[src/rtl/cv32e40p_hwlp_unit.sv]
// ---------------------------------------------------------------------------
// cv32e40p_hwlp_unit
//
// Hardware-loop unit. Holds start/end/count registers for N_HWLP zero-overhead
// loops, watches the ID-stage PC for loop-end hits, decrements the count of the
// serviced loop and issues a registered branch-to-start request that is held
// until the prefetcher acknowledges it.
//
// Optional feature macro: CV32E40P_HWLP_ERR_CHECK_EN
//   defined   -> err_o flags bad loop bounds and improper nesting (sticky)
//   undefined -> err_o is tied to 0
//
// Ports:
//   clk          core clock
//   rst_n        asynchronous active-low reset
//   we_i         write strobes: bit0 start, bit1 end, bit2 count
//   regid_i      index of the loop being written
//   wdata_i      write data
//   pc_id_i      PC of the instruction in ID
//   id_valid_i   ID instruction retires this cycle
//   jump_ack_i   prefetcher accepts the pending jump
//   jump_o       loop-back jump pending
//   target_o     jump target (loop start)
//   stall_o      ID must not advance (equals jump_o)
//   start_o      start registers, for CSR read
//   end_o        end registers, for CSR read
//   cnt_o        count registers, for CSR read
//   err_o        loop configuration error
// ---------------------------------------------------------------------------
module cv32e40p_hwlp_unit #(
    parameter int N_HWLP      = 2,
    parameter int N_HWLP_BITS = (N_HWLP > 1) ? $clog2(N_HWLP) : 1
) (
    input  logic                          clk,
    input  logic                          rst_n,
    input  logic [2:0]                    we_i,
    input  logic [N_HWLP_BITS-1:0]        regid_i,
    input  logic [31:0]                   wdata_i,
    input  logic [31:0]                   pc_id_i,
    input  logic                          id_valid_i,
    input  logic                          jump_ack_i,
    output logic                          jump_o,
    output logic [31:0]                   target_o,
    output logic                          stall_o,
    output logic [N_HWLP-1:0][31:0]       start_o,
    output logic [N_HWLP-1:0][31:0]       end_o,
    output logic [N_HWLP-1:0][31:0]       cnt_o,
    output logic                          err_o
);

    localparam logic [0:0] IDLE = 1'b0;
    localparam logic [0:0] PEND = 1'b1;

    logic [0:0]                state_q, state_d;
    logic [31:0]               target_q, target_d;
    logic [N_HWLP-1:0][31:0]   start_q, start_d;
    logic [N_HWLP-1:0][31:0]   end_q, end_d;
    logic [N_HWLP-1:0][31:0]   cnt_q, cnt_d;
    logic [N_HWLP-1:0]         hit;
    logic                      sel_valid;
    logic [N_HWLP_BITS-1:0]    sel_idx;
    logic                      collide;

    // Raw hit per loop; no hits are evaluated while a jump is pending.
    always_comb begin
        for (int i = 0; i < N_HWLP; i++) begin
            hit[i] = id_valid_i && (pc_id_i == end_q[i]) && (cnt_q[i] != 32'd0)
                     && (state_q == IDLE);
        end
    end

    // Lowest index wins so that the innermost loop is serviced first.
    always_comb begin
        sel_valid = 1'b0;
        sel_idx   = '0;
        for (int i = 0; i < N_HWLP; i++) begin
            if (!sel_valid && hit[i]) begin
                sel_valid = 1'b1;
                sel_idx   = N_HWLP_BITS'(i);
            end
        end
    end

    // A count write to the loop being serviced overrides the decrement and
    // cancels its jump; the hit is simply dropped, not passed to another loop.
    assign collide = we_i[2] && (regid_i == sel_idx);

    // Next-state for the register file, state machine and latched target.
    // Start/end writes only land in *_d, so matching and target capture in the
    // current cycle always see the old register values.
    always_comb begin
        start_d  = start_q;
        end_d    = end_q;
        cnt_d    = cnt_q;
        state_d  = state_q;
        target_d = target_q;

        if (sel_valid && !collide) begin
            cnt_d[sel_idx] = cnt_q[sel_idx] - 32'd1;
            if (cnt_q[sel_idx] > 32'd1) begin
                state_d  = PEND;
                target_d = start_q[sel_idx];
            end
        end

        for (int i = 0; i < N_HWLP; i++) begin
            if (regid_i == N_HWLP_BITS'(i)) begin
                if (we_i[0]) start_d[i] = {wdata_i[31:1], 1'b0};
                if (we_i[1]) end_d[i]   = {wdata_i[31:1], 1'b0};
                if (we_i[2]) cnt_d[i]   = wdata_i;
            end
        end

        if (state_q == PEND && jump_ack_i) begin
            state_d = IDLE;
        end
    end

    // State, target and loop registers; reset clears everything so a reset
    // during a pending jump drops jump_o immediately.
    always_ff @(posedge clk or negedge rst_n) begin
        if (!rst_n) begin
            state_q  <= IDLE;
            target_q <= '0;
            start_q  <= '0;
            end_q    <= '0;
            cnt_q    <= '0;
        end else begin
            state_q  <= state_d;
            target_q <= target_d;
            start_q  <= start_d;
            end_q    <= end_d;
            cnt_q    <= cnt_d;
        end
    end

    assign jump_o   = (state_q == PEND);
    assign stall_o  = jump_o;
    assign target_o = target_q;
    assign start_o  = start_q;
    assign end_o    = end_q;
    assign cnt_o    = cnt_q;

`ifdef CV32E40P_HWLP_ERR_CHECK_EN
    logic err_q;
    logic err_set;
    logic err_clr;

    // Bounds are checked against post-write values so a start/end write in the
    // same cycle as the count write is taken into account. Nesting is flagged
    // when loop 1 hits while an active loop 0 ends beyond loop 1's end.
    always_comb begin
        err_set = 1'b0;
        err_clr = 1'b0;
        for (int i = 0; i < N_HWLP; i++) begin
            if (we_i[2] && regid_i == N_HWLP_BITS'(i)) begin
                if (wdata_i != 32'd0 && end_d[i] <= start_d[i]) err_set = 1'b1;
                if (wdata_i == 32'd0) err_clr = 1'b1;
            end
        end
        for (int i = 1; i < N_HWLP; i++) begin
            if (i == 1 && hit[i] && cnt_q[0] != 32'd0 && end_q[0] > end_q[i]) begin
                err_set = 1'b1;
            end
        end
    end

    // Sticky error flag; setting takes precedence over clearing.
    always_ff @(posedge clk or negedge rst_n) begin
        if (!rst_n) begin
            err_q <= 1'b0;
        end else if (err_set) begin
            err_q <= 1'b1;
        end else if (err_clr) begin
            err_q <= 1'b0;
        end
    end

    assign err_o = err_q;
`else
    assign err_o = 1'b0;
`endif

endmodule

[config.mk]
export PLATFORM = sky130hd
export DESIGN_NAME = cv32e40p_hwlp_unit
export DESIGN_NICKNAME = d
export VERILOG_FILES = /design/src/rtl/cv32e40p_hwlp_unit.sv
export SDC_FILE = /design/constraint.sdc
export NUM_CORES = 1
export LEC_CHECK = 0
export ABC_AREA = 1
export BUFFER_PORTS_ARGS = -buffer_cell sky130_fd_sc_hd__buf_2
export CAP_MARGIN = 20
export CORE_ASPECT_RATIO = 2
export CORE_MARGIN = 8
export CORE_UTILIZATION = 45
export DETAILED_ROUTE_END_ITERATION = 12
export GPL_TIMING_DRIVEN = 0
export MAX_ROUTING_LAYER = met4
export PLACE_DENSITY = 0.76
export SYNTH_ARGS = -nofsm -noshare
export SYNTH_HDL_FRONTEND = slang
export SYNTH_SLANG_ARGS = --single-unit
[constraint.sdc]
create_clock -name clk -period 5.1 [get_ports clk]
set_input_delay 1.53 -clock clk [delete_from_list [all_inputs] [get_ports clk]]
set_output_delay 1.53 -clock clk [all_outputs]
set_load 0.02 [all_outputs]
==> flow_summary.ini <==
[sta]
fin_ws_ps = 247
min_period_over_period = 0.952
fin_worst_skew_ps = 30.4
fmax_mhz = 206
hold_ws_ps = 469
tightest_slew_ps = 1100
slew_violations = 0
finalHoldViolCount = 0
slew-limit-headroom = 0.262
rsz0062_at_grt = false
fin_crit_ps = 4850
setup_viol = 0
fin_tns_setup_ps = 0

[min_path]
hold_depth = 2
hold_path.class = reg -> reg
min_to = target_o[31]$_DFFE_PN0P_
min-delay-start = target_o[31]$_DFFE_PN0P_

[layout]
stdcell_area_um2 = 15400
fillers = 2817
final_layout_size_suffix_gt1_frac = 0.186
final_cell_mix = 677 x nand2_1, 296 x buf_2, 220 x dfrtp_1
nNetsFinal = 2221
final_common_cell = nand2_1
syn_to_final_growth_pct = 22.1

[place]
io_buffers = 291
gp_congestion = 1.06
hpwl_mm = 48.3
place_area_um2 = 14600
place_ws_ps = -445

[critical_path]
critical_path.top_delay_family = simple AND/OR/NAND/NOR gates
startpoint = pc_id_i[3]
r2r_slack_ps = 960
critPathSlowestCell = nor2_2
required_ps = 5510
r2r-start = end_o[3]$_DFFE_PN0P_
crit_path_end_kind = flip-flop
reg2reg_depth = 14
worstPathMaxFanout = 10
cp-start-kind = input pin
crit_type = in -> reg
crit_arrival_ps = 5260
path_buf_inv = 5
path_cells = buf_2, xnor2_1, nand2_1, nor2_1, nand2_1, nor2_1, nand3_1, nand2_1, buf_2, inv_1, nor2_2, inv_1, or2_2, nand3_1, inv_1
cpPeakStageDelay_ps = 510
r2r-end = cnt_o[59]$_DFF_PN0_

[floorplan]
core-area_um2 = 27500
io_pins = 299
die_h_um = 252
die_w_um = 134
start_util = 0.457
dieArea_um2 = 33900
row_count = 86

[pwr]
cellLeakagePower_uw = 0.00829
power_uw = 5260
powerDensity_nw_per_um2 = 343
ir_drop_mv = 0.296

[clock_tree]
clockRootBuffer = clkbuf_16
path_clk_slew_ps = 60
cts_buffers = 22
clock-sinks = 220
htree_levels = 1
clockBufferDepth = 3
cts_tree = built
cts_setup_buffers = 0
clock_latency_ps = 530

[routing]
drt_iter0_drc = 962
vias_per_cell = 5.48
avgRoutedWirePerCell_um = 23.6
via_count = 13800
ant_nets = 0
detail_route.first_pass.iterations = 7
drt_wl_total_mm = 59.4
drc_errors = 0

[yosys]
yosysSeqAreaShare = 0.438
synth_area_leaders = dfrtp_1 44%, nand2_1 20%, o21ai_0 6.1%
syn_area_um2 = 12600
synth_simple_gate_area_share = 0.351
synth_fa_ha_area_frac = 0.00199
synth_edf_count = 0
yosysWarnings = 0
synth_top_family_by_area = simple AND/OR/NAND/NOR gates
synth_compound_area_frac = 0.0966
syn_avg_cell_area_um2 = 6.89
synth_top_area_share = 0.438
synth_mux_area_frac = 0
ys_async_sr_fraction = 1.00
synthFlopType = dfrtp_1
synth_xor_xnor_area_share = 0.0209
syn_inst = 1825
synth_top_cell_by_area = dfrtp_1
synth.distinct_cells = 42
yosys_register_bits = 220

[global_routing]
grt_max_degree = 93
grt_remaining_overflow = 0
grt_pass1_wl_mm = 85.3
grt_usage = 0.351
grt_pass1_vias = 13900
grt_antenna_before_repair = 10

[run]
cap_violations = 0

[run_status]
outcome = completed
## synthesized netlist by cell type (all sizes together) (4+ instances only)
master,number
xor2,20
nand2,686
buf,24
nor4,7
nand3,122
nor2,183
nand4,41
nand3b,9
nor3,4
dfrtp,220
o21ai,173
xnor2,10
o22ai,5
o221ai,4
inv,210
clkbuf,47
a21oi,39
## power by group
| group | switching [µW] | internal (µW) | total (µW) |
|---|---|---|---|
| Clock | 714 | 1070 | 1780 |
| Sequential | 204 | 1930 | 2140 |
| Combinational | 951 | 395 | 1350 |
| Total | 1870 | 3390 | 5260 |
## worst min-delay path: stages (launching register included)
cell     delay [ps]
dfrtp_1         340
nand2_1          50
nand2_1          40
## sequential cells by signal (all words and copies together), names as in the netlist
register / flops
cnt_o: 64
jump_o: 1
end_o: 62
target_o: 31
start_o: 62
## cells by family after synthesis
kind of cell | after synthesis
simple gates | 1060
buf+inv | 282
compound gates | 230
flops | 220
xor+xnor | 30
fa+ha+maj | 2
other cells | 1
## routing by layer
layer	wire length [µm]	vias to the layer above	track usage
li1	-	6389	-
met1	19300	6599	0.326
met2	31100	597	0.617
met3	3140	241	0.0442
met4	5890	0	0.312
met5	0	-	-
## worst max path at each step
| stage | end | slack (ps) | cells after the start |
|---|---|---|---|
| final | cnt_o[59]$_DFF_PN0_ | 250 | 15 |
| after global routing | cnt_o[59]$_DFF_PN0_ | 170 | 15 |
| after CTS | cnt_o[59]$_DFF_PN0_ | 100 | 15 |
| after detailed placement | cnt_o[59]$_DFF_PN0_ | -440 | 15 |
| after global placement | target_o[22]$_DFFE_PN0P_ | -1230 | 1 |
| after floorplan | target_o[10]$_DFFE_PN0P_ | 1290 | 19 |
## stage by stage
stage / utilization / instances
floorplan: - / 1830
global placement: 0.526 / 2473
detailed placement: 0.529 / 2475
CTS: 0.557 / 2511
global route: 0.558 / 2521
finish: 0.558 / 2521
## layout make-up
cell class                      instances  area (µm²)  area share
Clock inverter                          8         150     0.00977
Timing Repair Buffer                  293        1520      0.0990
Tap cell                              352         440      0.0287
Inverter                              211         792      0.0516
Buffer                                 71         360      0.0235
Multi-Input combinational cell       1328        5940       0.387
Antenna cell                           10        25.0     0.00163
Clock buffer                           28         624      0.0406
Sequential cell                       220        5510       0.358
## timing repair
action,in CTS,in global routing
setup endpoints to repair,0,7
hold buffers,0,0
gates resized for setup,0,1
(Power assumes the default switching activity.)
